`src/rtl/trenc_pkg.sv`:
```
// Shared trace-encoder types and constants: ATB ID field, the funnel's beat layout and flush FSM states.
package trenc_pkg;

   localparam int ATB_ID_W = 7;
   localparam logic [ATB_ID_W-1:0] ATB_ID_RSVD_LO = 7'h70;
   localparam int ATB_DATA_W = 32;
   localparam int ATB_BYTE_W = $clog2(ATB_DATA_W) - 3;

   // Beat layout for the default 32-bit ATB configuration.
   typedef struct packed {
      logic [ATB_DATA_W-1:0] data;
      logic [ATB_BYTE_W-1:0] bytes;
      logic [ATB_ID_W-1:0]   id;
   } atb_beat_t;

   typedef enum logic [1:0] {
      IDLE  = 2'd0,
      FLUSH = 2'd1,
      DRAIN = 2'd2,
      ACK   = 2'd3
   } funnel_fsm_e;

   // ID 0x00 and the 0x70-0x7F range never reach the sink.
   function automatic logic atb_id_dropped(input logic [ATB_ID_W-1:0] id);
      return (id == '0) || (id >= ATB_ID_RSVD_LO);
   endfunction

endpackage

```
`src/rtl/trenc_rr_arb.sv`:
```
// Round-robin arbiter with a registered grant and a per-grant beat budget of HOLD_MAX.
module trenc_rr_arb #(
   parameter int N        = 4,
   parameter int HOLD_MAX = 8
) (
   input  logic                 clk_i,
   input  logic                 rstn_i,
   input  logic [N-1:0]         req_i,
   input  logic                 beat_i,
   output logic [$clog2(N)-1:0] grant_o,
   output logic                 grant_vld_o
);

   localparam int GW = $clog2(N);
   localparam int CW = $clog2(HOLD_MAX + 1);
   localparam logic [CW-1:0] HOLD_LAST = CW'(HOLD_MAX - 1);

   logic [GW-1:0] grant_q, grant_d, next_idx;
   logic [CW-1:0] cnt_q, cnt_d;
   logic          found;
   logic          advance;

   // First requester after the current grant, wrapping; the current grant itself is checked last.
   always_comb begin
      int idx;
      idx      = 0;
      next_idx = grant_q;
      found    = 1'b0;
      for (int k = 1; k <= N; k++) begin
         idx = (int'(grant_q) + k) % N;
         if (!found && req_i[GW'(idx)]) begin
            next_idx = GW'(idx);
            found    = 1'b1;
         end
      end
   end

   assign advance = !req_i[grant_q] || (beat_i && (cnt_q == HOLD_LAST));

   always_comb begin
      grant_d = grant_q;
      cnt_d   = cnt_q;
      if (advance) begin
         grant_d = next_idx;
         cnt_d   = '0;
      end else if (beat_i) begin
         cnt_d = cnt_q + CW'(1);
      end
   end

   always_ff @(posedge clk_i) begin
      if (!rstn_i) begin
         grant_q <= '0;
         cnt_q   <= '0;
      end else begin
         grant_q <= grant_d;
         cnt_q   <= cnt_d;
      end
   end

   assign grant_o     = grant_q;
   assign grant_vld_o = req_i[grant_q];

endmodule

```
`src/rtl/trenc_atb_funnel.sv`:
```
// ATB funnel: merges NUM_SRC encoder streams through one registered slice and
// fans the sink flush request out to every enabled source.
module trenc_atb_funnel
   import trenc_pkg::*;
#(
   parameter int NUM_SRC  = 4,
   parameter int ATBWIDTH = 32,
   parameter int HOLD_MAX = 8
) (
   input  logic                                         trenc_atclk_i,
   input  logic                                         trenc_atrstn_i,
   input  logic [NUM_SRC-1:0]                           trenc_src_en_i,
   input  logic [NUM_SRC-1:0]                           s_atvalid_i,
   output logic [NUM_SRC-1:0]                           s_atready_o,
   input  logic [NUM_SRC-1:0][ATBWIDTH-1:0]             s_atdata_i,
   input  logic [NUM_SRC-1:0][$clog2(ATBWIDTH)-4:0]     s_atbyte_i,
   input  logic [NUM_SRC-1:0][ATB_ID_W-1:0]             s_atid_i,
   output logic [NUM_SRC-1:0]                           s_afvalid_o,
   input  logic [NUM_SRC-1:0]                           s_afready_i,
   output logic                                         m_atvalid_o,
   input  logic                                         m_atready_i,
   output logic [ATBWIDTH-1:0]                          m_atdata_o,
   output logic [$clog2(ATBWIDTH)-4:0]                  m_atbyte_o,
   output logic [ATB_ID_W-1:0]                          m_atid_o,
   input  logic                                         m_afvalid_i,
   output logic                                         m_afready_o
);

   localparam int GW = $clog2(NUM_SRC);
   localparam int BW = $clog2(ATBWIDTH) - 3;

   typedef struct packed {
      logic [ATBWIDTH-1:0] data;
      logic [BW-1:0]       bytes;
      logic [ATB_ID_W-1:0] id;
   } beat_t;

   logic [NUM_SRC-1:0] eligible;
   logic [GW-1:0]      grant;
   logic               grant_vld;
   logic               slot_free;
   logic               xfer;
   logic               load;

   beat_t              slice_q, slice_d;
   logic               valid_q, valid_d;

   funnel_fsm_e        state_q, state_d;
   logic [NUM_SRC-1:0] done_q, done_d;
   logic [NUM_SRC-1:0] afvalid;

   assign eligible  = s_atvalid_i & trenc_src_en_i;
   assign slot_free = !valid_q || m_atready_i;
   assign xfer      = grant_vld && slot_free;
   assign load      = xfer && !atb_id_dropped(s_atid_i[grant]);

   trenc_rr_arb #(
      .N        (NUM_SRC),
      .HOLD_MAX (HOLD_MAX)
   ) u_arb (
      .clk_i       (trenc_atclk_i),
      .rstn_i      (trenc_atrstn_i),
      .req_i       (eligible),
      .beat_i      (xfer),
      .grant_o     (grant),
      .grant_vld_o (grant_vld)
   );

   assign s_atready_o = xfer ? (NUM_SRC'(1) << grant) : '0;

   // Dropped-ID beats are handshaken with the source but never occupy the slice.
   always_comb begin
      valid_d = valid_q;
      slice_d = slice_q;
      if (load) begin
         valid_d       = 1'b1;
         slice_d.data  = s_atdata_i[grant];
         slice_d.bytes = s_atbyte_i[grant];
         slice_d.id    = s_atid_i[grant];
      end else if (m_atready_i) begin
         valid_d = 1'b0;
      end
   end

   assign afvalid = (state_q == FLUSH) ? (trenc_src_en_i & ~done_q) : '0;

   // Disabled sources count as flushed; DRAIN waits for the slice to be empty next cycle.
   always_comb begin
      state_d = state_q;
      done_d  = done_q;
      case (state_q)
         IDLE: begin
            if (m_afvalid_i) begin
               state_d = FLUSH;
               done_d  = '0;
            end
         end
         FLUSH: begin
            done_d = done_q | (afvalid & s_afready_i);
            if (&(done_d | ~trenc_src_en_i)) begin
               state_d = DRAIN;
            end
         end
         DRAIN: begin
            if (!valid_d) begin
               state_d = ACK;
            end
         end
         ACK:     state_d = IDLE;
         default: state_d = IDLE;
      endcase
   end

   always_ff @(posedge trenc_atclk_i) begin
      if (!trenc_atrstn_i) begin
         valid_q <= 1'b0;
         slice_q <= '0;
         state_q <= IDLE;
         done_q  <= '0;
      end else begin
         valid_q <= valid_d;
         slice_q <= slice_d;
         state_q <= state_d;
         done_q  <= done_d;
      end
   end

   assign m_atvalid_o = valid_q;
   assign m_atdata_o  = slice_q.data;
   assign m_atbyte_o  = slice_q.bytes;
   assign m_atid_o    = slice_q.id;
   assign s_afvalid_o = afvalid;
   assign m_afready_o = (state_q == ACK);

endmodule

```
`config.mk`:
```
export PLATFORM = sky130hd
export DESIGN_NAME = trenc_atb_funnel
export DESIGN_NICKNAME = d
export VERILOG_FILES = /design/src/rtl/trenc_pkg.sv /design/src/rtl/trenc_rr_arb.sv /design/src/rtl/trenc_atb_funnel.sv
export SDC_FILE = /design/constraint.sdc
export NUM_CORES = 1
export LEC_CHECK = 0
export BUFFER_PORTS_ARGS = -buffer_cell sky130_fd_sc_hd__buf_2
export CAP_MARGIN = 0
export CORE_UTILIZATION = 39
export DETAILED_ROUTE_END_ITERATION = 6
export PLACE_DENSITY = 0.82
export SKIP_CTS_REPAIR_TIMING = 1
export SLEW_MARGIN = 20
export SYNTH_ARGS = -nofsm -noshare
export SYNTH_HDL_FRONTEND = slang
export SYNTH_SLANG_ARGS = --single-unit
```
`constraint.sdc`:
```
create_clock -name trenc_atclk_i -period 2.16 [get_ports trenc_atclk_i]
set_input_delay 0 -clock trenc_atclk_i [delete_from_list [all_inputs] [get_ports trenc_atclk_i]]
set_output_delay 0 -clock trenc_atclk_i [all_outputs]
set_load 0.05 [all_outputs]
```
==> impl_results.md, run 1 <==
* Placed instance count at 686
* Grt total ovfl at 0
* Post-DP Area at 4930 um2
* Final Cell Area at 5130 um2
* Total wire length at 12000 um
* H-tree levels at 2
* Sw Ratio at 0.478
* CTS Sinks at 54
* Worst-margin pin slew at 0.466 ns
* Area share of the largest cell type after synthesis at 0.293
* P_int at 3010 uW
* Worst reg2reg path startpoint: u_arb.grant_o[0]
* Lkg Pwr at 0.00226 uW
* Final setup viols at 0
* Port buffer count at 230
* RSZ-0062 raised after global routing: yes
* Die Ht at 99.3 um
* Layout cells sized above 1 at 0.551
* Arrival time at the worst endpoint at 2.28 ns
* DRT iter0 DRCs at 112
* Post-DR wirelength/cell at 17.0 um
* Worst-Skew Late Latency at 0.31 ns
* Worst IR Drop VDD at 481 uV
* # DRC at 0
* Place WS at -0.0646 ns
* Kind of critical path: reg2reg
* Initial core utilization at 0.401
* Crit path from: u_arb.grant_o[0]
* Setup TNS at 0 ns
* Vias in the first global route at 3838
* First-pass GRT wire length at 18300 um
* Register area share after synthesis at 0.293
* Synthesized Nets at 551
* CTS buffer count at 5
* Slew headroom at 0.686
* I/O pins at 231
* Aggregate global-route resource usage at 0.230
* Area grow syn2layout at 38.9%
* Clock power share at 0.103
* Post-synth ARST share at 0
* WHS at -0.00960 ns
* Reg-to-reg slack, setup at 0.08 ns
* Maximum clock frequency at 0.480 GHz
* Netlist Area Pre-Place at 3690 um2
* Commonest cells post-synth: dfxtp_1, nand3_1, mux4_2, a21oi_1, o21ai_1
* Tmin final at 2.08 ns
* Fin cells at 703
* Ys Warns at 0
* Setup WS post-layout at 0.0756 ns
* Top cell type by total area after synthesis: dfxtp_1
* Crit end category: flop
* Layout Skew at 0.0122 ns
* Synth Register Bits at 54
* Slew Viols, Final at 0
* Syn avg cell area at 10.2 um2
* Clk buf depth at 2
* Final Cycle Share at 0.965
* Clock-pin slew on the worst setup and hold paths at 0.09 ns
* Combinational group share of total power at 0.647
* GP Congestion at 0.772
* Sequential fraction of design power at 0.249
* Top area cells in the synthesized netlist: dfxtp_1, mux4_2, nand3_1
* ANT nets after route at 0
* Die footprint at 9850 um2
* CP max FO at 11
* CTS tree: yes
* Status: complete, but fails checks
* Via/cell ratio at 5.55
* Hold crit path type: in2reg
* Via Count at 3905
* Root buf cell: clkbuf_8
* Max_cap viols at 0
* HPWL Detailed at 9450 um
* Pin count of the biggest net entering global routing at 41
* Nets at 778
* Initial antenna violation count at 2
* Power per Cell Area at 1130 nW/um2
* Number of synthesized flops with an enable pin at 0
* Cell count after synthesis at 362
* Die width at 99.3 um
* Final-report hold violation count at 2
* Synth unique cells at 46
* Core area at 9200 um2
* NetSw at 2760 uW
* Pre-antenna DRT Iters at 5
* Worst setup SP type: flop
* CP Data Required Time at 2.35 ns
* Failing checks: hold timing
* Count leader, synth: dfxtp_1
* Worst hold start: s_afready_i[2]
* Row count at 35
* Synth Flop Type: dfxtp_1
## per-layer routing
metal	up-vias	wire, um	global-route usage	share of wire
li1	1859	-	-	-
met1	1830	4790	0.275	0.40
met2	193	6150	0.424	0.51
met3	23	849	0.0506	0.071
met4	0	187	0.0486	0.016
met5	-	0	0	0
## flip-flops by register name, indices dropped and copies added (netlist names)
register / flops
m_atdata_o: 32
m_atbyte_o: 2
m_atvalid_o: 1
m_atid_o: 7
u_arb.cnt_q: 4
state_q: 2
done_q: 4
u_arb.grant_o: 2
## logic make-up (layout without fill, tap and decap cells)
logic type,Yosys count,after routing,share of synthesized area
multiplexers,44,44,0.273
other,0,2,0
adder cells (fa/ha/maj),10,10,0.0332
flip-flops,54,54,0.293
AND/OR/NAND/NOR,103,103,0.150
AO/OA/AOI/OAI,107,107,0.175
XOR/XNOR,3,3,0.00712
buffers and inverters,41,269,0.0688
## critical path, stage by stage (launching register included)
cell	delay (ns)
dfxtp_4	0.43
buf_6	0.17
inv_2	0.05
ha_1	0.30
maj3_1	0.36
a221o_1	0.35
o311a_1	0.33
## layout make-up
class	count	area [um2]
Timing Repair Buffer	254	1410
Multi-Input combinational cell	267	2360
Clock buffer	6	82.6
Inverter	7	26.3
Sequential cell	54	1090
Clock inverter	2	12.5
Antenna cell	2	5.00
Tap cell	111	139
Fill cell	868	4070
## final timing paths
kind,to,depth (start not counted)
max,u_arb.grant_o[1],6
min,done_q[2],3
max reg2reg,u_arb.grant_o[1],6
min reg2reg,m_atdata_o[27],2
## power by group through the flow
| stage | logic [uW] | clock network [uW] | registers (uW) |
|---|---|---|---|
| 2_1_floorplan | 2110 | 0 | 2190 |
| 3_3_place_gp | 3600 | 0 | 1450 |
| 3_5_place_dp | 3680 | 0 | 1470 |
| 4_1_cts | 3690 | 618 | 1440 |
| 5_1_grt | 4000 | 661 | 1480 |
| 6_report | 3740 | 596 | 1440 |
## placed cells by master, fill, tap and decap left out, types with 3 or more instances in the layout
| cell | synthesis | routed |
|---|---|---|
| dlygate4sd3_1 | 0 | 3 |
| inv_2 | 2 | 3 |
| nor3_1 | 5 | 5 |
| nor2b_1 | 3 | 3 |
| o31ai_1 | 3 | 3 |
| inv_1 | 5 | 4 |
| a32oi_1 | 4 | 4 |
| buf_6 | 7 | 3 |
| and2_1 | 4 | 4 |
| o21ai_0 | 6 | 6 |
| buf_4 | 2 | 13 |
| and3_1 | 5 | 4 |
| o21ai_1 | 31 | 31 |
| ha_1 | 9 | 9 |
| buf_12 | 1 | 3 |
| nor2_1 | 11 | 11 |
| o21ai_2 | 9 | 9 |
| mux4_2 | 40 | 42 |
| dfxtp_1 | 54 | 52 |
| and3b_1 | 4 | 4 |
| nand3_1 | 48 | 47 |
| buf_2 | 10 | 230 |
| nand2_1 | 10 | 10 |
| a21oi_2 | 6 | 6 |
| nor3b_1 | 5 | 5 |
| a21oi_1 | 39 | 39 |
| clkbuf_8 | 0 | 6 |
## per-stage QoR
stage               utilization  power, uW
floorplan                     -       4290
global placement          0.536       5050
detailed placement        0.536       5150
CTS                       0.546       5750
global route              0.557       6140
finish                    0.557       5780
Power figures use the tool's default switching activity.
==> run 2: changes to the inputs <==
--- a/config.mk
+++ b/config.mk
@@ -9,6 +9,7 @@
 export CAP_MARGIN = 0
 export CORE_UTILIZATION = 39
 export DETAILED_ROUTE_END_ITERATION = 6
+export MAX_ROUTING_LAYER = met4
 export PLACE_DENSITY = 0.82
 export SKIP_CTS_REPAIR_TIMING = 1
 export SLEW_MARGIN = 20
==> impl_results.md, run 2 (synthesis gave the netlist of run 1 again) <==
* Clk buf depth at 2 (unchanged)
* ANT nets after route at 0 (unchanged)
* Post-DP Area at 4930 um2 (unchanged)
* Post-DR wirelength/cell at 17.1 um (+0.14%)
* H-tree levels at 2 (unchanged)
* WHS at -0.0100 ns (-0.000442 ns)
* Critical path's top delay family: compound AO/OA/AOI/OAI gates
* Status: complete, but fails checks
* Die footprint at 9850 um2 (unchanged)
* Place WS at -0.0646 ns (unchanged)
* Grt total ovfl at 0 (unchanged)
* GP Congestion at 0.782 (+1.3%)
* Tmin final at 2.08 ns (-0.00718 ns)
* Root buf cell: clkbuf_8
* Worst hold stages at 3 (unchanged)
* Pin count of the biggest net entering global routing at 41 (unchanged)
* Most frequent cells in the layout: buf_2, dfxtp_1, nand3_1
* Crit-path cells: buf_8 > inv_2 > ha_1 > maj3_1 > a221o_1 > o311a_1
* Slew Viols, Final at 0 (unchanged)
* Maximum clock frequency at 0.481 GHz (+0.35%)
* Core area at 9200 um2 (unchanged)
* Hold crit path type: in2reg
* Via/cell ratio at 5.59 (+0.72%)
* Port buffer count at 230 (unchanged)
* CP max FO at 11 (unchanged)
* GRT busiest layer: met2
* I/O pins at 231 (unchanged)
* HPWL Detailed at 9450 um (unchanged)
* Total wire length at 12000 um (+0.14%)
* Setup TNS at 0 ns (unchanged)
* Worst setup SP type: flop
* Clock-pin slew on the worst setup and hold paths at 0.10 ns (about the same)
* Clock power share at 0.104 (about the same)
* NetSw at 2780 uW (+0.48%)
* Critical path's slowest cell: dfxtp_4
* Die Ht at 99.3 um (unchanged)
* Met3 Use GR at 0.0471 (-0.00351)
* Final-report hold violation count at 2 (unchanged)
* Layout Skew at 0.0132 ns (+0.00103 ns)
* Global Route met1 Usage at 0.278 (+0.00310)
* Met2 global-route usage at 0.423 (-0.000534)
* Final Cell Area at 5120 um2 (about the same)
* Worst hold start: s_afready_i[2]
* Failing checks: hold timing
* Pre-antenna DRT Iters at 5 (unchanged)
* Worst path max stage delay at 0.44 ns (about the same)
* Max_cap viols at 0 (unchanged)
* R2R Path End: u_arb.grant_o[1]
* Slew headroom at 0.687 (about the same)
* Layout cells sized above 1 at 0.552 (+0.000935)
* Sequential fraction of design power at 0.249 (about the same)
* CTS tree: yes
* Max reg flops at 32 (unchanged)
* Final setup viols at 0 (unchanged)
* Combinational group share of total power at 0.647 (about the same)
* Nets at 777 (-0.13%)
* Reg-to-reg slack, setup at 0.08 ns (about the same)
* Via Count at 3933 (+0.72%)
* Die width at 99.3 um (unchanged)
* CP Data Required Time at 2.35 ns (about the same)
* Vias in the first global route at 3835 (-0.078%)
* P_int at 3020 uW (+0.31%)
* Sw Ratio at 0.479 (about the same)
* Row count at 35 (unchanged)
* Worst reg2reg path startpoint: u_arb.grant_o[0]
* Final Cycle Share at 0.962 (-0.00332)
* # DRC at 0 (unchanged)
* Hold path endpoint: done_q[2]
* Initial core utilization at 0.401 (unchanged)
* Kind of critical path: reg2reg
* Initial antenna violation count at 3 (+1)
* Area grow syn2layout at 38.9% (about the same)
* CTS Sinks at 54 (unchanged)
* Worst-Skew Late Latency at 0.31 ns (about the same)
* Worst-margin pin slew at 0.467 ns (+0.00116 ns)
* Lkg Pwr at 0.00226 uW (-0.11%)
* DRT iter0 DRCs at 131 (+17%)
* Commonest non-fill, non-tap cell in the layout: buf_2
* Worst IR Drop VDD at 483 uV (+0.23%)
* Utilization after layout at 0.557 (about the same)
* CTS buffer count at 5 (unchanged)
* Buffers and inverters on the worst path at 2 (unchanged)
* Setup WS post-layout at 0.0828 ns (+0.00718 ns)
* Crit end category: flop
* Aggregate global-route resource usage at 0.237 (+0.00714)
* Power per Cell Area at 1130 nW/um2 (+0.42%)
* Arrival time at the worst endpoint at 2.27 ns (about the same)
* Worst Reg-to-Reg Cells at 6 (unchanged)
* First-pass GRT wire length at 18300 um (about the same)
* RSZ-0062 raised after global routing: yes
==> run 2: power by group through the flow <==
stage	registers, uW	logic [uW]	clock network, uW
after floorplan	2190	2110	0
after global placement	1450	3600	0
after detailed placement	1470	3680	0
final	1440	3760	600
after CTS	1440	3690	618
after global routing	1480	4010	661
==> run 2: metal layers <==
metal | part of all wire | routed length, um
met5 | 0 | 0
met1 | 0.39 | 4690
met2 | 0.51 | 6160
met3 | 0.081 | 970
met4 | 0.015 | 178
==> run 2: final cells by class <==
type	instances	area, um2
Tap cell	111	139
Sequential cell	54	1090
Clock buffer	6	82.6
Antenna cell	3	7.51
Inverter	7	26.3
Multi-Input combinational cell	267	2360
Timing Repair Buffer	253	1410
Clock inverter	2	12.5
Fill cell	865	4070
==> run 2: per-stage QoR <==
stage / power (uW) / cells
6_report: 5800 / 703
5_1_grt: 6150 / 703
2_1_floorplan: 4290 / 362
3_3_place_gp: 5050 / 686
4_1_cts: 5750 / 694
3_5_place_dp: 5150 / 686
==> run 2: worst reg2reg max path, delay by kind of cell (launching register included) <==
| kind | cells | cell delay, ns |
|---|---|---|
| buffers and inverters | 2 | 0.21 |
| flip-flops | 1 | 0.44 |
| AO/OA/AOI/OAI | 2 | 0.68 |
| adder cells (fa/ha/maj) | 2 | 0.66 |
==> run 2: worst max path at each step <==
stage	cells past startpoint	end	slack [ns]	startpoint
floorplan	7	u_arb.grant_o[1]	0.06	u_arb.grant_o[0]
global placement	7	u_arb.grant_o[0]	0.07	u_arb.grant_o[0]
detailed placement	7	u_arb.grant_o[0]	-0.06	u_arb.grant_o[0]
CTS	7	u_arb.grant_o[0]	-0.08	u_arb.grant_o[0]
global route	7	m_atdata_o[11]	-0.008	u_arb.grant_o[0]
finish	6	u_arb.grant_o[1]	0.08	u_arb.grant_o[0]
